`config.mk`:
```
export PLATFORM = sky130hd
export DESIGN_NAME = ccc_lock_reset_sequencer
export DESIGN_NICKNAME = d
export VERILOG_FILES = /design/src/rtl/ccc_lock_reset_sequencer.sv
export SDC_FILE = /design/constraint.sdc
export NUM_CORES = 1
export LEC_CHECK = 0
export CAP_MARGIN = 40
export CORE_ASPECT_RATIO = 0.75
export CORE_UTILIZATION = 25
export DETAILED_ROUTE_END_ITERATION = 10
export PLACE_DENSITY = 0.46
export SETUP_SLACK_MARGIN = 0.15
export SYNTH_ARGS = -nofsm -noshare
export SYNTH_HDL_FRONTEND = slang
export SYNTH_SLANG_ARGS = --single-unit
```
`constraint.sdc`:
```
create_clock -name clk -period 2.3 [get_ports clk]
set_input_delay 0.46 -clock clk [delete_from_list [all_inputs] [get_ports clk]]
set_output_delay 0.46 -clock clk [all_outputs]
set_load 0.005 [all_outputs]
```
`src/rtl/ccc_lock_reset_sequencer.sv`:
```
// ---------------------------------------------------------------------------
// ccc_lock_reset_sequencer
//
// Turns the PLL lock flag from the clock conditioning block into a clean,
// debounced fabric reset for logic running on the same clock. Reset is
// released only after lock has been stable for a window plus a hold time,
// and is re-asserted on loss of lock or on a soft request. Each loss of
// lock while running is counted in a saturating counter.
//
// Ports
//   clk           in   fabric clock; the only clock
//   reset         in   synchronous, active-high block reset
//   lock          in   PLL lock, asynchronous to clk (synchronised here)
//   soft_rst_req  in   one-cycle pulse: re-run the reset hold period
//   fab_reset_n   out  active-low reset to downstream logic (1 only in RUN)
//   ready         out  1 while in RUN
//   lock_lost     out  one-cycle pulse on each RUN -> WAIT_LOCK transition
//   loss_cnt      out  saturating count of lock_lost pulses
//   state         out  0=WAIT_LOCK 1=STABILIZE 2=HOLD 3=RUN (debug)
// ---------------------------------------------------------------------------
module ccc_lock_reset_sequencer #(
    parameter int SYNC_STAGES        = 2,
    parameter int LOCK_STABLE_CYCLES = 1024,
    parameter int RESET_HOLD_CYCLES  = 16,
    parameter int LOSS_CNT_WIDTH     = 8
) (
    input  logic                      clk,
    input  logic                      reset,
    input  logic                      lock,
    input  logic                      soft_rst_req,
    output logic                      fab_reset_n,
    output logic                      ready,
    output logic                      lock_lost,
    output logic [LOSS_CNT_WIDTH-1:0] loss_cnt,
    output logic [1:0]                state
);

    // One shared counter serves both the stability window and the hold time,
    // so it is sized for the longer of the two.
    localparam int MAX_CYCLES = (LOCK_STABLE_CYCLES > RESET_HOLD_CYCLES) ?
                                LOCK_STABLE_CYCLES : RESET_HOLD_CYCLES;
    localparam int CNT_W      = (MAX_CYCLES > 1) ? $clog2(MAX_CYCLES) : 1;

    localparam logic [CNT_W-1:0] STABLE_LAST = CNT_W'(LOCK_STABLE_CYCLES - 1);
    localparam logic [CNT_W-1:0] HOLD_LAST   = CNT_W'(RESET_HOLD_CYCLES - 1);

    typedef enum logic [1:0] {
        WAIT_LOCK = 2'd0,
        STABILIZE = 2'd1,
        HOLD      = 2'd2,
        RUN       = 2'd3
    } state_t;

    logic [SYNC_STAGES-1:0]    sync_reg;
    logic                      lock_s;
    state_t                    state_reg;
    logic [CNT_W-1:0]          cnt_reg;
    logic                      fab_reset_n_reg;
    logic                      ready_reg;
    logic                      lock_lost_reg;
    logic [LOSS_CNT_WIDTH-1:0] loss_cnt_reg;

    // Lock synchroniser: the only place the asynchronous lock is sampled.
    always_ff @(posedge clk) begin
        if (reset) begin
            sync_reg <= '0;
        end else begin
            sync_reg <= {sync_reg[SYNC_STAGES-2:0], lock};
        end
    end

    assign lock_s = sync_reg[SYNC_STAGES-1];

    // Sequencer FSM. Outputs are updated alongside the state so that
    // fab_reset_n and ready are registered and track state==RUN exactly.
    always_ff @(posedge clk) begin
        if (reset) begin
            state_reg       <= WAIT_LOCK;
            cnt_reg         <= '0;
            fab_reset_n_reg <= 1'b0;
            ready_reg       <= 1'b0;
            lock_lost_reg   <= 1'b0;
            loss_cnt_reg    <= '0;
        end else begin
            lock_lost_reg <= 1'b0;
            case (state_reg)
                WAIT_LOCK: begin
                    if (lock_s) begin
                        state_reg <= STABILIZE;
                        cnt_reg   <= '0;
                    end
                end

                // A lock glitch here just restarts the window; it is not a
                // loss of lock because the fabric was never released.
                STABILIZE: begin
                    if (!lock_s) begin
                        state_reg <= WAIT_LOCK;
                        cnt_reg   <= '0;
                    end else if (cnt_reg == STABLE_LAST) begin
                        state_reg <= HOLD;
                        cnt_reg   <= '0;
                    end else begin
                        cnt_reg <= cnt_reg + 1'b1;
                    end
                end

                // A soft request while holding restarts the hold period.
                HOLD: begin
                    if (!lock_s) begin
                        state_reg <= WAIT_LOCK;
                        cnt_reg   <= '0;
                    end else if (soft_rst_req) begin
                        cnt_reg <= '0;
                    end else if (cnt_reg == HOLD_LAST) begin
                        state_reg       <= RUN;
                        cnt_reg         <= '0;
                        fab_reset_n_reg <= 1'b1;
                        ready_reg       <= 1'b1;
                    end else begin
                        cnt_reg <= cnt_reg + 1'b1;
                    end
                end

                // Lock loss takes priority over a coincident soft request.
                RUN: begin
                    if (!lock_s) begin
                        state_reg       <= WAIT_LOCK;
                        cnt_reg         <= '0;
                        fab_reset_n_reg <= 1'b0;
                        ready_reg       <= 1'b0;
                        lock_lost_reg   <= 1'b1;
                        if (loss_cnt_reg != {LOSS_CNT_WIDTH{1'b1}}) begin
                            loss_cnt_reg <= loss_cnt_reg + 1'b1;
                        end
                    end else if (soft_rst_req) begin
                        state_reg       <= HOLD;
                        cnt_reg         <= '0;
                        fab_reset_n_reg <= 1'b0;
                        ready_reg       <= 1'b0;
                    end
                end

                default: begin
                    state_reg <= WAIT_LOCK;
                    cnt_reg   <= '0;
                end
            endcase
        end
    end

    assign fab_reset_n = fab_reset_n_reg;
    assign ready       = ready_reg;
    assign lock_lost   = lock_lost_reg;
    assign loss_cnt    = loss_cnt_reg;
    assign state       = state_reg;

endmodule

```
### Word-level counts from Yosys, hierarchy flattened

Index checks and enable logic that the tools add are counted.

| storage, ports and cells | value |
|---|---|
| flip-flop bits (word level) | 24 |
| input bits | 4 |
| output and inout bits | 13 |
| word-level logic and storage cells | 56 |

| cells by class | value |
|---|---|
| add/sub/neg operators | 2 |
| eq/ne operators | 14 |
| multiplexer cells | 25 |
| bitwise operators | 2 |
| reduce and logical (&&, ||, !) cells | 7 |

Operators with widths:

| operator | count |
|---|---|
| two-way mux 10 bit | 8 |
| one-hot mux 10 bit (4 select lines) | 1 |
| two-way mux 2 bit | 8 |
| != test 3 bit (second input constant) | 4 |
| adder 10 x 1 -> 10 bit (second input constant) | 1 |
| equality test 10 bit (second input constant) | 1 |
| equality test 10 x 4 -> 1 bit (second input constant) | 1 |
| AND reduction 5 bit | 2 |
| adder 8 x 1 -> 8 bit (second input constant) | 1 |
| != test 2 bit (second input constant) | 4 |
| != test 8 bit (second input constant) | 1 |
| one-hot mux 2 bit (4 select lines) | 1 |
| two-way mux 1 bit | 6 |
| equality test 2 bit (second input constant) | 2 |
| AND reduction 3 bit | 1 |
| equality test 2 x 1 -> 1 bit (second input constant) | 1 |
| logical NOT 2 bit | 1 |
| inverter 1 bit | 2 |
| one-hot mux 1 bit (2 select lines) | 1 |
| AND reduction 2 bit | 1 |
| nonzero test 2 bit | 1 |
| OR reduction 2 bit | 1 |

### Logic depth before layout (Yosys ltp)

| depth | value |
|---|---|
| word-level depth | 5 |
| gate-level depth with buffers | 7 |
| mapped depth without buffers | 6 |

### Least setup slack after synthesis

Ideal clock, no wire load.

| timing | value |
|---|---|
| path type | register to register |
| from | register state_reg[0], in the netlist state[0] |
| to | register cnt_reg[2] |
| setup time | 0.127 ns |
| arrival | 1.565 ns |
| data required time | 2.173 ns |
| slack | 0.608 ns |
| cell stages (with the launch flop) | 8 |
| buffers on the path | 1 |
| clock period less this slack | 1.692 ns |
| cell sequence | dfxtp_1 -> inv_1 -> ha_1 -> nand2b_1 -> clkbuf_1 -> nand2_1 -> o311ai_4 -> nor2_1 |

| on the way | value |
|---|---|
| cells in the longest elaborated chain, start to end | 3 |
| elaborated cells between the ends (all ways) | 8 |
| classes of those cells | 5 x eq/ne; 1 x mux; 2 x reduce/logical |

Ends and longest elaborated chain:

| element | line | text |
|---|---|---|
| start: declaration | 56 | `state_t state_reg;` |
| start signal: assignment | 78 | `state_reg <= WAIT_LOCK;` |
| start signal: assignment | 89 | `state_reg <= STABILIZE;` |
| start signal: assignment | 98 | `state_reg <= WAIT_LOCK;` |
| equality test 2 bit / logical NOT 2 bit (equally long branches) | 86 | `case (state_reg)` |
| != test 3 bit (no line) / != test 2 bit (equally long branches) | n/a |  |
| AND reduction 2 bit (no line) | n/a |  |
| end signal: assignment | 104 | `cnt_reg <= cnt_reg + 1'b1;` |
| end signal: assignment | 121 | `cnt_reg <= cnt_reg + 1'b1;` |
| end: declaration | 57 | `logic [CNT_W-1:0] cnt_reg;` |

Parallel ways exist; a longest one is shown, timed or not.
A chain may end at the register's enable or synchronous reset.

### Worst setup path in the final report

| timing | value |
|---|---|
| from | register cnt_reg[0] |
| to | register cnt_reg[7] |

| on the way | value |
|---|---|
| cells in the longest elaborated chain, start to end | 5 |
| elaborated cells between the ends (all ways) | 9 |
| classes of those cells | 1 x add/sub; 2 x eq/ne; 6 x mux |

Ends and longest elaborated chain:

| element | line | text |
|---|---|---|
| adder 10 x 1 -> 10 bit / equality test 10 x 4 -> 1 bit (equally long branches) | 104, 121, 115 |  |
| two-way mux 10 bit | 115 | `end else if (cnt_reg == HOLD_LAST) begin` |
| two-way mux 10 bit | 113 | `end else if (soft_rst_req) begin` |
| two-way mux 10 bit | 110 | `if (!lock_s) begin` |
| one-hot mux 10 bit (4 select lines) * | 86 |  |

Mark *: on every way between the ends. The rest lies on a longest branch, timed or not.

==> impl_metrics.xml <==
<?xml version="1.0" encoding="UTF-8"?>
<metrics>
  <group name="outcome">
    <metric name="run_status" unit="">finished, final reports clean</metric>
  </group>
  <group name="sta">
    <metric name="finalSetupViolCount" unit="">0</metric>
    <metric name="worst_slew_pin_slew" unit="ns">0.495</metric>
    <metric name="post-route-period-util" unit="%">81.5</metric>
    <metric name="clock_skew" unit="ns">0.00568</metric>
    <metric name="slew_headroom" unit="%">66.5</metric>
    <metric name="drv_slew" unit="">0</metric>
    <metric name="report.final.hold_viol_count" unit="">0</metric>
    <metric name="min_period" unit="ns">1.87</metric>
    <metric name="max_clock_freq" unit="MHz">534</metric>
    <metric name="rsz0062_at_grt" unit="">false</metric>
    <metric name="worst_hold_slack" unit="ns">0.440</metric>
    <metric name="fin_setup_tns" unit="ns">0</metric>
  </group>
  <group name="floorplan">
    <metric name="die_height" unit="um">64.3</metric>
    <metric name="dieArea" unit="sq um">5470</metric>
    <metric name="num_rows" unit="">22</metric>
    <metric name="dieWidth" unit="um">85.1</metric>
    <metric name="pin_count" unit="">17</metric>
    <metric name="start_util" unit="%">26.3</metric>
    <metric name="core_area" unit="sq um">4930</metric>
  </group>
  <group name="logic_synthesis">
    <metric name="synthDistinctLibCells" unit="">41</metric>
    <metric name="proportion_of_synthesized_chip_area_in_sequential_cells" unit="%">37.1</metric>
    <metric name="synthMostInstantiatedCell" unit="">dfxtp_1</metric>
    <metric name="synth_top_flop_cell" unit="">dfxtp_1</metric>
    <metric name="syn_nets" unit="">160</metric>
    <metric name="synthCells" unit="">149</metric>
    <metric name="synth_warnings" unit="">0</metric>
    <metric name="synth_edf_count" unit="">0</metric>
    <metric name="ffs_w_async_s_r_synth" unit="%">0</metric>
    <metric name="post_synth_most_frequent_cells" unit="">dfxtp_1 (24), nand3_1 (11), a21oi_1 (10), nand2_1 (10), nor2_1 (10)</metric>
    <metric name="syn_area" unit="sq um">1290</metric>
    <metric name="share_of_yosys_cell_area_claimed_by_the_top_area_cell_type" unit="%">37.1</metric>
    <metric name="postSynthRegisterBits" unit="">24</metric>
    <metric name="ys_top_cells_by_area" unit="">dfxtp_1 (37%), ha_1 (6.8%), nand3_1 (4.3%)</metric>
    <metric name="avgSynthCellArea" unit="sq um">8.68</metric>
    <metric name="synth_largest_area_cell" unit="">dfxtp_1</metric>
  </group>
  <group name="routing">
    <metric name="vias" unit="">1095</metric>
    <metric name="antenna_violation_net_count_after_detailed_routing" unit="">0</metric>
    <metric name="dr.pass1.iters" unit="">4</metric>
    <metric name="routed_wire_length_per_instance" unit="um">12.2</metric>
    <metric name="drc_errors" unit="">0</metric>
    <metric name="routed_via_density" unit="">4.85</metric>
    <metric name="routed_wirelength" unit="um">2750</metric>
    <metric name="detailedRoute.firstIterationViolations" unit="">48</metric>
  </group>
  <group name="layout">
    <metric name="end_of_flow_core_utilization" unit="%">32.4</metric>
    <metric name="final-seq-area" unit="sq um">480</metric>
    <metric name="fillers" unit="">506</metric>
    <metric name="largest_register_ffs" unit="">10</metric>
    <metric name="multi_input_gate_area_in_the_final_layout" unit="sq um">768</metric>
    <metric name="syn_to_final_growth" unit="%">23.4</metric>
    <metric name="n_diodes" unit="">0</metric>
    <metric name="drive_above_1_share" unit="%">7.23</metric>
    <metric name="nNetsFinal" unit="">178</metric>
    <metric name="finalInstanceArea" unit="sq um">1600</metric>
  </group>
  <group name="cts">
    <metric name="clock_tree.root_cell" unit="">clkbuf_8</metric>
    <metric name="clock_path_buffers" unit="">2</metric>
    <metric name="worstSkewPairLatency" unit="ns">0.26</metric>
    <metric name="clock_tree.htree_level_count" unit="">1</metric>
    <metric name="tritoncts" unit="">built</metric>
    <metric name="clock_buffers_created_by_tritoncts" unit="">3</metric>
    <metric name="clkSlewWorstSetupHoldPaths" unit="ns">0.09</metric>
    <metric name="post_cts_hold_buffer_count" unit="">0</metric>
    <metric name="post-cts-setup-buffers" unit="">0</metric>
    <metric name="clkSinkCount" unit="">24</metric>
  </group>
  <group name="grt">
    <metric name="track_usage" unit="%">10.7</metric>
    <metric name="grt_start_max_net_pins" unit="">15</metric>
    <metric name="grt_overflow" unit="">0</metric>
    <metric name="number_of_antenna_violations_at_the_first_check_in_global_routing" unit="">0</metric>
    <metric name="grt_first_pass_wirelength" unit="um">4690</metric>
    <metric name="grt_pass1_vias" unit="">999</metric>
  </group>
  <group name="worst_setup_path">
    <metric name="critPathMaxFanout" unit="">5</metric>
    <metric name="worst_ep_required_time" unit="ns">2.48</metric>
    <metric name="regToRegEndpoint" unit="">cnt_reg[7]</metric>
    <metric name="r2r_start" unit="">cnt_reg[0]</metric>
    <metric name="setup.worst_path.start" unit="">cnt_reg[0]</metric>
    <metric name="timing.reg2reg.setup_slack" unit="ns">0.43</metric>
    <metric name="cp_data_arrival_time" unit="ns">2.05</metric>
    <metric name="setup.worst_path.start_class" unit="">flop</metric>
    <metric name="reg2reg_depth" unit="">5</metric>
    <metric name="critical_path_class" unit="">reg -&gt; reg</metric>
    <metric name="timing.critical_path.to_type" unit="">flop</metric>
  </group>
  <group name="power_and_ir_drop">
    <metric name="power.ir.vdd_worst" unit="mV">0.333</metric>
    <metric name="p_per_area" unit="nW/um^2">548</metric>
    <metric name="total_power" unit="mW">0.875</metric>
    <metric name="total_leakage_power" unit="nW">0.533</metric>
  </group>
  <group name="worst_hold_path">
    <metric name="min_from" unit="">sync_reg[0]</metric>
    <metric name="hold_path.class" unit="">reg -&gt; reg</metric>
    <metric name="worst_hold_path.endpoint" unit="">sync_reg[1]</metric>
    <metric name="hold_critical_path_depth" unit="">1</metric>
  </group>
  <group name="flow_run">
    <metric name="timing.max_cap.violations" unit="">0</metric>
  </group>
  <group name="place">
    <metric name="io_buffers" unit="">16</metric>
    <metric name="gpl.final_weighted_congestion" unit="">0.789</metric>
    <metric name="post_dp_cell_area" unit="sq um">1520</metric>
    <metric name="dp_hpwl" unit="um">2160</metric>
  </group>
</metrics>
[kinds of logic (layout without fill, tap and decap cells)]
logic type / count (synthesis) / count (layout) / share of synthesized area, %
and+or+nand+nor: 66 / 66 / 28.9
AOI/OAI and AO/OA: 31 / 31 / 17.1
DFF: 24 / 24 / 37.1
buffers and inverters: 12 / 29 / 3.77
adders and majority gates: 7 / 7 / 6.77
xor gates and xnor gates: 7 / 7 / 4.74
muxes: 2 / 2 / 1.55
[layer usage]
metal | track usage, % | wire length [um]
met3 | 2.33 | 92
met2 | 15.2 | 1070
met1 | 16.2 | 1570
met5 | 0 | 0
met4 | 2.12 | 16
[timing repair]
item                       in CTS  in global routing
hold endpoints to repair        0                  0
resized for setup               0                  1
setup endpoints to repair       0                  1
[layout by cell type (no fill, tap or decap), drive strengths merged, types with 2 or more instances in the layout]
master and instances:
clkdlybuf4s50 16, nor2 10, clkbuf 3, o21ai 7, nand3 11, nor2b 2, nand2b 3, and3 3
buf 2, and2 3, or4 5, inv 7, dfxtp 24, nor4 3, a21oi 10, ha 7
nand4 2, xnor2 2, nand2 10, o31ai 4, mux2i 2, nor3 2, xor2 5, nand3b 3
or3 3
[where the power goes]
part | switching (mW) | total, mW | internal (mW)
Sequential | 0.00441 | 0.424 | 0.420
Clock | 0.134 | 0.366 | 0.233
Combinational | 0.0501 | 0.0846 | 0.0345
Total | 0.188 | 0.875 | 0.687
[cell type report]
cell class | instances | area share, %
Inverter | 7 | 1.65
Clock buffer | 3 | 2.59
Clock inverter | 1 | 1.88
Timing Repair Buffer | 18 | 11.0
Multi-Input combinational cell | 113 | 48.1
Tap cell | 60 | 4.70
Sequential cell | 24 | 30.1
[worst max-delay path, cell delays in order (launching register included)]
cell and delay (ns):
dfxtp_1 0.34, ha_1 0.23, and3_1 0.25, a41oi_1 0.48, o211ai_2 0.20, o32ai_1 0.29
[how the worst max path moves through the flow]
stage / end / slack (ns) / cells past startpoint
final: cnt_reg[7] / 0.43 / 5
after global routing: cnt_reg[7] / 0.24 / 5
after CTS: loss_cnt[7] / 0.32 / 5
after detailed placement: cnt_reg[2] / 0.27 / 5
after global placement: cnt_reg[6] / 0.29 / 5
after floorplan: cnt_reg[2] / 0.61 / 7
[through the flow]
stage | std cells | setup slack (ns)
4_1_cts | 226 | 0.317
5_1_grt | 226 | 0.236
6_report | 226 | 0.426
3_3_place_gp | 222 | 0.289
2_1_floorplan | 149 | 0.608
3_5_place_dp | 222 | 0.271
Note: power is estimated with default switching activity, not from simulation.
